<file path="src/rtl/reg_writeback_unit_pkg.sv">
// Shared widths, drain FSM encodings and the queued-entry payload for the
// register-file writeback unit.
package reg_writeback_unit_pkg;

    localparam int unsigned WORD_SIZE = 16;
    localparam int unsigned NUM_REGS  = 4;
    localparam int unsigned IDXW      = $clog2(NUM_REGS);

    localparam logic [1:0] WB_IDLE   = 2'd0;
    localparam logic [1:0] WB_SETUP  = 2'd1;
    localparam logic [1:0] WB_STROBE = 2'd2;
    localparam logic [1:0] WB_HOLD   = 2'd3;

    typedef struct packed {
        logic [IDXW-1:0]      idx;
        logic [WORD_SIZE-1:0] data;
    } wb_entry_t;

    // One-hot register mask for a destination index.
    function automatic logic [NUM_REGS-1:0] idx_onehot(input logic [IDXW-1:0] idx);
        idx_onehot = {{(NUM_REGS-1){1'b0}}, 1'b1} << idx;
    endfunction

endpackage

</file>
<file path="src/rtl/reg_writeback_unit_if.sv">
// Producer handshakes, register-file write port and forwarding query of the
// writeback unit; master = result sources / consumer, slave = the unit.
interface reg_writeback_unit_if;
    import reg_writeback_unit_pkg::*;

    logic                 alu_valid;
    logic [IDXW-1:0]      alu_idx;
    logic [WORD_SIZE-1:0] alu_data;
    logic                 alu_ready;

    logic                 mem_valid;
    logic [IDXW-1:0]      mem_idx;
    logic [WORD_SIZE-1:0] mem_data;
    logic                 mem_ready;

    logic                 writeM;
    logic [IDXW-1:0]      writeIdx;
    logic [WORD_SIZE-1:0] writeData;

    logic [NUM_REGS-1:0]  pending;
    logic [IDXW-1:0]      q_idx;
    logic                 q_hit;
    logic [WORD_SIZE-1:0] q_data;

    modport master (
        output alu_valid, alu_idx, alu_data,
        input  alu_ready,
        output mem_valid, mem_idx, mem_data,
        input  mem_ready,
        input  writeM, writeIdx, writeData,
        input  pending,
        output q_idx,
        input  q_hit, q_data
    );

    modport slave (
        input  alu_valid, alu_idx, alu_data,
        output alu_ready,
        input  mem_valid, mem_idx, mem_data,
        output mem_ready,
        output writeM, writeIdx, writeData,
        output pending,
        input  q_idx,
        output q_hit, q_data
    );

endinterface

</file>
<file path="src/rtl/reg_writeback_unit_wb_fifo.sv">
// In-order result FIFO; exposes every slot in age order (0 = head/oldest)
// so the parent can build the pending mask and youngest-match forwarding.
module reg_writeback_unit_wb_fifo
    import reg_writeback_unit_pkg::*;
#(
    parameter int unsigned DEPTH = 4
) (
    input  logic             clk,
    input  logic             reset,
    input  logic             push,
    input  wb_entry_t        push_entry,
    input  logic             pop,
    output logic             full,
    output logic             empty,
    output wb_entry_t        age_entry [DEPTH],
    output logic [DEPTH-1:0] age_valid
);

    localparam int unsigned PW = $clog2(DEPTH);
    localparam int unsigned CW = $clog2(DEPTH + 1);

    wb_entry_t     mem [DEPTH];
    logic [PW-1:0] wr_ptr;
    logic [PW-1:0] rd_ptr;
    logic [CW-1:0] count;
    logic          do_push;
    logic          do_pop;

    assign full    = (count == CW'(DEPTH));
    assign empty   = (count == '0);
    assign do_push = push && !full;
    assign do_pop  = pop && !empty;

    // Pointers wrap naturally because DEPTH is a power of two.
    always_ff @(posedge clk) begin
        if (reset) begin
            wr_ptr <= '0;
            rd_ptr <= '0;
            count  <= '0;
        end else begin
            if (do_push) wr_ptr <= wr_ptr + PW'(1);
            if (do_pop)  rd_ptr <= rd_ptr + PW'(1);
            if (do_push && !do_pop)      count <= count + CW'(1);
            else if (!do_push && do_pop) count <= count - CW'(1);
        end
    end

    always_ff @(posedge clk) begin
        if (!reset && do_push) mem[wr_ptr] <= push_entry;
    end

    always_comb begin
        for (int k = 0; k < DEPTH; k++) begin
            age_entry[k] = mem[rd_ptr + PW'(k)];
            age_valid[k] = (CW'(k) < count);
        end
    end

endmodule

</file>
<file path="src/rtl/reg_writeback_unit.sv">
// Collects ALU/load results into an in-order FIFO and drains them to the
// register file with a setup/strobe/hold write pulse; forwards queued values.
module reg_writeback_unit
    import reg_writeback_unit_pkg::*;
#(
    parameter int unsigned DEPTH = 4
) (
    input  logic                 clk,
    input  logic                 reset,
    reg_writeback_unit_if.slave  bus
);

    logic                 full;
    logic                 empty;
    logic                 push;
    logic                 pop;
    wb_entry_t            push_entry;
    wb_entry_t            age_entry [DEPTH];
    logic [DEPTH-1:0]     age_valid;

    logic [1:0]           state;
    logic [1:0]           state_nxt;
    logic                 writem_q;
    logic                 writem_nxt;
    logic [IDXW-1:0]      widx_q;
    logic [IDXW-1:0]      widx_nxt;
    logic [WORD_SIZE-1:0] wdata_q;
    logic [WORD_SIZE-1:0] wdata_nxt;

    logic [NUM_REGS-1:0]  pend;
    logic [WORD_SIZE-1:0] fwd_data;

    // Loads win a collision; readiness never looks at a same-cycle pop.
    assign bus.mem_ready = !full;
    assign bus.alu_ready = !full && !bus.mem_valid;
    assign push = (bus.mem_valid && bus.mem_ready) || (bus.alu_valid && bus.alu_ready);

    always_comb begin
        if (bus.mem_valid) begin
            push_entry.idx  = bus.mem_idx;
            push_entry.data = bus.mem_data;
        end else begin
            push_entry.idx  = bus.alu_idx;
            push_entry.data = bus.alu_data;
        end
    end

    reg_writeback_unit_wb_fifo #(
        .DEPTH (DEPTH)
    ) u_fifo (
        .clk        (clk),
        .reset      (reset),
        .push       (push),
        .push_entry (push_entry),
        .pop        (pop),
        .full       (full),
        .empty      (empty),
        .age_entry  (age_entry),
        .age_valid  (age_valid)
    );

    // Drain sequencer: the head stays queued until HOLD so it is always
    // either forwardable or already committed.
    always_comb begin
        state_nxt  = state;
        writem_nxt = 1'b0;
        widx_nxt   = widx_q;
        wdata_nxt  = wdata_q;
        pop        = 1'b0;
        case (state)
            WB_IDLE: begin
                if (!empty) begin
                    widx_nxt  = age_entry[0].idx;
                    wdata_nxt = age_entry[0].data;
                    state_nxt = WB_SETUP;
                end
            end
            WB_SETUP: begin
                writem_nxt = 1'b1;
                state_nxt  = WB_STROBE;
            end
            WB_STROBE: begin
                state_nxt = WB_HOLD;
            end
            WB_HOLD: begin
                pop       = 1'b1;
                state_nxt = WB_IDLE;
            end
            default: begin
                state_nxt = WB_IDLE;
            end
        endcase
    end

    always_ff @(posedge clk) begin
        if (reset) begin
            state    <= WB_IDLE;
            writem_q <= 1'b0;
            widx_q   <= '0;
            wdata_q  <= '0;
        end else begin
            state    <= state_nxt;
            writem_q <= writem_nxt;
            widx_q   <= widx_nxt;
            wdata_q  <= wdata_nxt;
        end
    end

    assign bus.writeM    = writem_q;
    assign bus.writeIdx  = widx_q;
    assign bus.writeData = wdata_q;

    // Scan oldest to youngest so the last match is the value that survives.
    always_comb begin
        pend     = '0;
        fwd_data = '0;
        for (int k = 0; k < DEPTH; k++) begin
            if (age_valid[k]) begin
                pend = pend | idx_onehot(age_entry[k].idx);
                if (age_entry[k].idx == bus.q_idx) fwd_data = age_entry[k].data;
            end
        end
    end

    assign bus.pending = pend;
    assign bus.q_hit   = pend[bus.q_idx];
    assign bus.q_data  = fwd_data;

endmodule

</file>
<file path="src/flat_wrapper.sv">
// flat-port wrapper written by rule: the top's interface ports become plain ports
module reg_writeback_unit_flat import reg_writeback_unit_pkg::*;
#(
    parameter int unsigned DEPTH = 4
)
  (clk, reset, bus_alu_valid, bus_alu_idx, bus_alu_data, bus_alu_ready, bus_mem_valid, bus_mem_idx, bus_mem_data, bus_mem_ready, bus_writeM, bus_writeIdx, bus_writeData, bus_pending, bus_q_idx, bus_q_hit, bus_q_data);
  reg_writeback_unit_if bus_i ();
  input  logic clk;
  input  logic reset;
  input wire logic [$bits(bus_i.alu_valid)-1:0] bus_alu_valid;
  input wire logic [$bits(bus_i.alu_idx)-1:0] bus_alu_idx;
  input wire logic [$bits(bus_i.alu_data)-1:0] bus_alu_data;
  output wire logic [$bits(bus_i.alu_ready)-1:0] bus_alu_ready;
  input wire logic [$bits(bus_i.mem_valid)-1:0] bus_mem_valid;
  input wire logic [$bits(bus_i.mem_idx)-1:0] bus_mem_idx;
  input wire logic [$bits(bus_i.mem_data)-1:0] bus_mem_data;
  output wire logic [$bits(bus_i.mem_ready)-1:0] bus_mem_ready;
  output wire logic [$bits(bus_i.writeM)-1:0] bus_writeM;
  output wire logic [$bits(bus_i.writeIdx)-1:0] bus_writeIdx;
  output wire logic [$bits(bus_i.writeData)-1:0] bus_writeData;
  output wire logic [$bits(bus_i.pending)-1:0] bus_pending;
  input wire logic [$bits(bus_i.q_idx)-1:0] bus_q_idx;
  output wire logic [$bits(bus_i.q_hit)-1:0] bus_q_hit;
  output wire logic [$bits(bus_i.q_data)-1:0] bus_q_data;
  assign bus_i.alu_valid = bus_alu_valid;
  assign bus_i.alu_idx = bus_alu_idx;
  assign bus_i.alu_data = bus_alu_data;
  assign bus_alu_ready = bus_i.alu_ready;
  assign bus_i.mem_valid = bus_mem_valid;
  assign bus_i.mem_idx = bus_mem_idx;
  assign bus_i.mem_data = bus_mem_data;
  assign bus_mem_ready = bus_i.mem_ready;
  assign bus_writeM = bus_i.writeM;
  assign bus_writeIdx = bus_i.writeIdx;
  assign bus_writeData = bus_i.writeData;
  assign bus_pending = bus_i.pending;
  assign bus_i.q_idx = bus_q_idx;
  assign bus_q_hit = bus_i.q_hit;
  assign bus_q_data = bus_i.q_data;
  reg_writeback_unit #(.DEPTH(DEPTH)) u_core (.clk(clk), .reset(reset), .bus(bus_i));
endmodule
</file>
<file path="config.mk">
export PLATFORM = sky130hd
export DESIGN_NAME = reg_writeback_unit_flat
export DESIGN_NICKNAME = d
export VERILOG_FILES = /design/src/rtl/reg_writeback_unit_pkg.sv /design/src/rtl/reg_writeback_unit_if.sv /design/src/rtl/reg_writeback_unit_wb_fifo.sv /design/src/rtl/reg_writeback_unit.sv /design/src/flat_wrapper.sv
export SDC_FILE = /design/constraint.sdc
export NUM_CORES = 1
export LEC_CHECK = 0
export BUFFER_PORTS_ARGS = -buffer_cell sky130_fd_sc_hd__buf_2
export CORE_UTILIZATION = 35
export DETAILED_ROUTE_END_ITERATION = 12
export GPL_TIMING_DRIVEN = 1
export HOLD_SLACK_MARGIN = 0.05
export PLACE_DENSITY = 0.56
export SYNTH_ARGS = -nofsm -noshare
export SYNTH_HDL_FRONTEND = slang
export SYNTH_HIERARCHICAL = 1
export SYNTH_SLANG_ARGS = --single-unit
</file>
<file path="constraint.sdc">
create_clock -name clk -period 5.7 [get_ports clk]
set_input_delay 0.855 -clock clk [delete_from_list [all_inputs] [get_ports clk]]
set_output_delay 0.855 -clock clk [all_outputs]
set_load 0.01 [all_outputs]
</file>
==> out/results.tsv, run 1 <==
metric	value	unit
setup_slack	0.969	ns
antenna_found_initial	0	
setup_viol	0	
crit_required	4.85	ns
port_buffers	83	
syn_nets	547	
drv_slew	0	
cpPeakStageDelay	0.85	ns
avgSynthCellArea	13.1	µm²
grt_setup_unrepaired	false	
yosysWarnings	6	
cts.path.max_buffers	2	
first_global_vias	4244	
h-tree-depth	3	
layout_common_cells	buf_2 (83), nand2_1 (74), mux4_2 (73), edfxtp_1 (72), dfxtp_1 (28)	
period_share	83.0	%
synth_edf_count	72	
cp_max_fo	29	
via_per_inst	5.66	
synthTopCellsByArea	edfxtp_1 (34%), mux4_2 (26%), dfxtp_1 (9.3%)	
holdPathStages	2	
cp_cell_sequence	mux4_2, xor2_2, buf_4, or3b_1, a311oi_1, o31ai_1, buf_2	
tightest_slew	1.19	ns
numCtsBuffers	9	
finalSetupTns	0	ns
vias	4448	
period_needed	4.73	ns
r2r_start	u_core/u_fifo/count[0]	
place_ws	1.41	ns
hold_viol	0	
clock-sinks	102	
hpwl	10400	µm
synth.top_cell.area_share	33.6	%
reg2reg_depth	7	
final_common_cell	buf_2	
synth_seq_area_share	42.9	%
drt-initial-drc-count	327	
top_layer	met4	
cts_resized	0	
grt_pass1_wl	23700	µm
wire_per_inst	19.6	µm
tritoncts	done	
slew_headroom	20.5	%
worstPathArrival	3.88	ns
grt_max_degree	51	
start_util	35.7	%
n_fill_cell	1689	
num_io_pins	84	
slowest_stage	dfxtp_2	
dieArea	0.0190	mm²
wl_met1	6720	µm
area_growth_syn_to_layout	13.0	%
wl	15400	µm
worst-setup-path-type	flop to output pin	
p_leak	2.46	nW
clk_latency	0.35	ns
min_path_type	flop to flop	
endpoint_kind	output pin	
synthArstFlopShare	0	%
n_antenna_cell	0	
gp_congestion	0.818	
synth_top_area_cell	edfxtp_1	
path_buf_inv	2	
min_from	u_core/bus.writeData[14]	
holdPathEnd	u_core/bus.writeData[14]	
dominantRegCellSynth	edfxtp_1	
power.density	351	mW/mm²
synth.distinct_cells	47	
hold_buffers	0	
drtAntennaViolNets	0	
ys_ff_latch	102	
cts-root-buf	clkbuf_16	
grt_util_all_layers	17.1	%
ff2ff_setup_slack	2.71	ns
design.core.area	0.0180	mm²
nets	607	
cp_top_family	flip-flops	
dr_wl_met2	7510	µm
synthCells	492	
met3WireLength	906	µm
rows	49	
path_clk_slew	0.07	ns
die_w	138	µm
ir_worst_vdd	178	µV
drc_errors	0	
synthesis.area	0.00644	mm²
cap_violations	0	
postCtsSetupBuffers	0	
grt-ovfl-total	0	
r2r-end	u_core/u_fifo/mem[2][8]	
skew	0.00449	ns
die_h	138	µm
drt_first_pass_iters	5	
fmaxAchievable	211	MHz
outcome	finished clean	
layout-drive-gt1-share	39.1	%
worst_setup_path_start_kind	flop	
[sequential cells by signal, indices dropped and copies added (netlist names), named ones only]
name	count
u_core/u_fifo/rd_ptr	2
u_core/bus.writeM	1
u_core/state	2
u_core/u_fifo/count	3
u_core/u_fifo/wr_ptr	2
u_core/bus.writeIdx	2
u_core/u_fifo/mem	72
u_core/bus.writeData	16
[final cells by class]
| type | instances | area, µm² | share of cell area (%) |
|---|---|---|---|
| inverter | 9 | 36.3 | 0.498 |
| multi-input combinational | 338 | 3400 | 46.7 |
| timing repair buffer | 92 | 483 | 6.63 |
| sequential | 102 | 2770 | 38.0 |
| clock inverter | 3 | 40.0 | 0.550 |
| clock buffer | 13 | 272 | 3.73 |
| tap | 229 | 287 | 3.93 |
[worst reg2reg max path, stage by stage, from the launching register on]
cell	delay, ns
dfxtp_1	0.46
inv_1	0.11
ha_1	0.29
and2_1	0.19
nor2_1	0.12
a21bo_2	0.26
nor2_1	0.20
and2_1	0.97
[power breakdown]
group	switching [mW]	total [mW]	internal, mW
clock	0.261	0.638	0.378
combinational	0.538	0.918	0.380
sequential	0.0828	1.00	0.919
[synth_stat cells, drive strengths merged, types with 13 or more instances]
| library cell | number |
|---|---|
| ha | 13 |
| dfxtp | 30 |
| edfxtp | 72 |
| clkbuf | 20 |
| nand2 | 74 |
| nor3 | 17 |
| mux4 | 73 |
| o31ai | 16 |
| buf | 23 |
| nor2 | 27 |
| a311oi | 17 |
| mux2 | 20 |
| a21oi | 22 |
[per-stage QoR]
stage | instance area (µm²) | util [%] | instances | hold slack (ns) | power, mW
6_report | 7280 | 40.4 | 786 | 0.450 | 2.56
5_1_grt | 7280 | 40.4 | 786 | 0.470 | 2.72
4_1_cts | 7280 | 40.4 | 786 | 0.455 | 2.59
3_5_place_dp | 6970 | 38.7 | 770 | 0.446 | 1.95
3_3_place_gp | 6970 | 38.7 | 770 | 0.446 | 1.92
2_1_floorplan | 6440 | - | 492 | 0.469 | 1.65
[logic make-up (layout without fill, tap and decap cells)]
kind of cell / Yosys count / count (layout) / share of synthesized area (%)
fa+ha+maj: 13 / 13 / 2.52
simple gates: 155 / 155 / 11.2
buf+inv: 52 / 117 / 4.37
compound gates: 65 / 65 / 8.10
flops: 102 / 102 / 42.9
mux: 93 / 93 / 29.1
xor+xnor: 12 / 12 / 1.86
[worst max-delay path by stage]
stage	startpoint	endpoint	slack, ns	cells after the start
2_1_floorplan	u_core/u_fifo/rd_ptr[1]	bus_q_data[10]	2.32	9
3_3_place_gp	u_core/u_fifo/rd_ptr[1]	bus_q_data[14]	1.48	7
3_5_place_dp	u_core/u_fifo/rd_ptr[1]	bus_q_data[15]	1.41	7
4_1_cts	u_core/u_fifo/rd_ptr[1]	bus_q_data[15]	1.03	7
5_1_grt	u_core/u_fifo/rd_ptr[1]	bus_q_data[15]	0.80	7
6_report	u_core/u_fifo/rd_ptr[1]	bus_q_data[15]	0.97	7
[per-layer routing]
metal,up-vias,GRT usage (%)
met5,-,0
met4,0,7.08
met3,24,3.09
met2,156,28.3
met1,2232,22.1
li1,2036,-
No activity file was read; power rests on OpenSTA's default activity.
==> inputs of run 2 (changes only) <==
==> constraint.sdc (replaced) <==
create_clock -name clk -period 4.52 [get_ports clk]
set_input_delay 0.678 -clock clk [delete_from_list [all_inputs] [get_ports clk]]
set_output_delay 0.678 -clock clk [all_outputs]
set_load 0.01 [all_outputs]
==> run 2 against run 1 <==
Net effect: worst setup slack worse by 0.49 ns; combinational power up 29%; critical path type unchanged; total power up 25%; non-clock buffer count up 7; via count up 0.47%; hold slack better by 0.0036 ns; cell area up 0.48%; register-to-register slack worse by 0.68 ns; sequential power up 27%; highest routed layer unchanged; first-iteration DRC count up 5.5%.
==> out/results.tsv, run 2 (same netlist as run 1, synthesis figures left out) <==
metric	value	unit
die_h	138	µm
largest-register	u_core/u_fifo/mem	
slowest_stage	or3b_1	
p_leak	2.48	nW
p_sw_share	35.9	%
h-tree-depth	3	
dieArea	0.0190	mm²
cap_violations	0	
final_common_cell	buf_2	
cp_max_fo	17	
postCtsSetupBuffers	0	
start_util	35.7	%
n_antenna_cell	0	
period_share	89.3	%
grt_util_all_layers	17.5	%
power.density	438	mW/mm²
grt-ovfl-total	0	
ir_worst_vdd	171	µV
first_global_vias	4322	
setup_viol	0	
rows	49	
holdPathStages	2	
crit_required	3.84	ns
largest_reg_flops	72	
grt_max_degree	50	
drt-initial-drc-count	345	
r2r_start	u_core/u_fifo/count[0]	
hpwl	10600	µm
reg2reg_depth	8	
hold_viol	0	
num_io_pins	84	
outcome	finished clean	
path_clk_slew	0.07	ns
r2r-end	u_core/u_fifo/mem[3][11]	
die_w	138	µm
design.core.area	0.0180	mm²
tightest_slew	0.819	ns
endpoint_kind	output pin	
power_frac_seq	39.5	%
area_growth_syn_to_layout	13.6	%
min_from	u_core/bus.writeData[6]	
fmaxAchievable	248	MHz
period_needed	4.04	ns
p_sw	1.15	mW
worst_setup_path_start_kind	flop	
path_buf_inv	2	
vias	4469	
worstPathArrival	3.36	ns
cp_cell_sequence	mux4_2, xor2_2, buf_4, or3b_1, a311oi_1, o31ai_1, buf_2	
slew_headroom	45.2	%
numCtsBuffers	9	
layout-drive-gt1-share	40.2	%
min_path_type	flop to flop	
drtAntennaViolNets	0	
grt_setup_unrepaired	false	
grt_pass1_wl	24300	µm
nets	614	
drc_errors	0	
ff2ff_setup_slack	2.03	ns
cts_resized	0	
hold_buffers	0	
comb_power_share	36.9	%
layout_common_cells	buf_2 (83), nand2_1 (74), mux4_2 (73), edfxtp_1 (72), dfxtp_1 (28)	
hold_ws	0.453	ns
wire_per_inst	19.7	µm
cpPeakStageDelay	0.65	ns
tritoncts	done	
wl	15600	µm
holdPathEnd	u_core/bus.writeData[6]	
finalSetupTns	0	ns
skew	0.00523	ns
gp_congestion	0.786	
power.internal	2.06	mW
antenna_found_initial	0	
p_clk_share	23.7	%
clk_latency	0.35	ns
drt_first_pass_iters	5	
port_buffers	83	
via_per_inst	5.64	
worst-setup-path-type	flop to output pin	
cts-root-buf	clkbuf_16	
clock-sinks	102	
cp_top_family	simple AND/OR/NAND/NOR gates	
cts.path.max_buffers	2	
drv_slew	0	
==> run 2: worst register-to-register path, delay by kind of cell (launching register included) <==
family	cells	cell delay, ns
compound gates	1	0.25
fa+ha+maj	1	0.28
flops	1	0.47
buf+inv	2	0.45
simple gates	4	0.70
==> run 2: routing by layer <==
layer / wire length, µm / track usage (%)
met3: 914 / 2.65
met1: 6620 / 22.9
met4: 311 / 7.08
met5: 0 / 0
met2: 7760 / 28.8
==> run 2: power by group through the flow <==
stage	Combinational, mW	Sequential, mW	Clock, mW
after detailed placement	1.19	1.29	0
after CTS	1.20	1.27	0.783
final	1.18	1.27	0.759
after floorplan	0.803	1.28	0
after global placement	1.16	1.28	0
after global routing	1.31	1.29	0.811
==> run 2: worst max-delay path by stage <==
stage | from | to | slack, ns | depth (start not counted)
final | u_core/u_fifo/rd_ptr[0] | bus_q_data[15] | 0.48 | 7
after global routing | u_core/u_fifo/rd_ptr[0] | bus_q_data[0] | 0.30 | 7
after CTS | u_core/u_fifo/rd_ptr[0] | bus_q_data[3] | 0.47 | 7
after detailed placement | u_core/u_fifo/rd_ptr[0] | bus_q_data[3] | 0.86 | 7
after global placement | u_core/u_fifo/rd_ptr[0] | bus_q_data[3] | 0.91 | 7
after floorplan | u_core/u_fifo/rd_ptr[1] | bus_q_data[10] | 1.31 | 9
==> run 2: final cells by class <==
class / instances / area (µm²)
Clock buffer: 11 / 253
Inverter: 9 / 36.3
Clock inverter: 5 / 41.3
Sequential cell: 102 / 2770
Fill cell: 1691 / 10700
Timing Repair Buffer: 99 / 536
Tap cell: 229 / 287
Multi-Input combinational cell: 338 / 3400
==> run 2: through the flow <==
| stage | power (mW) | util [%] | area, µm² | worst slack, ns | std cells |
|---|---|---|---|---|---|
| global placement | 2.44 | 39.0 | 7020 | 0.915 | 777 |
| detailed placement | 2.48 | 39.0 | 7020 | 0.861 | 777 |
| finish | 3.21 | 40.6 | 7320 | 0.482 | 793 |
| CTS | 3.25 | 40.6 | 7320 | 0.467 | 793 |
| floorplan | 2.08 | - | 6440 | 1.31 | 492 |
| global route | 3.40 | 40.6 | 7320 | 0.304 | 793 |
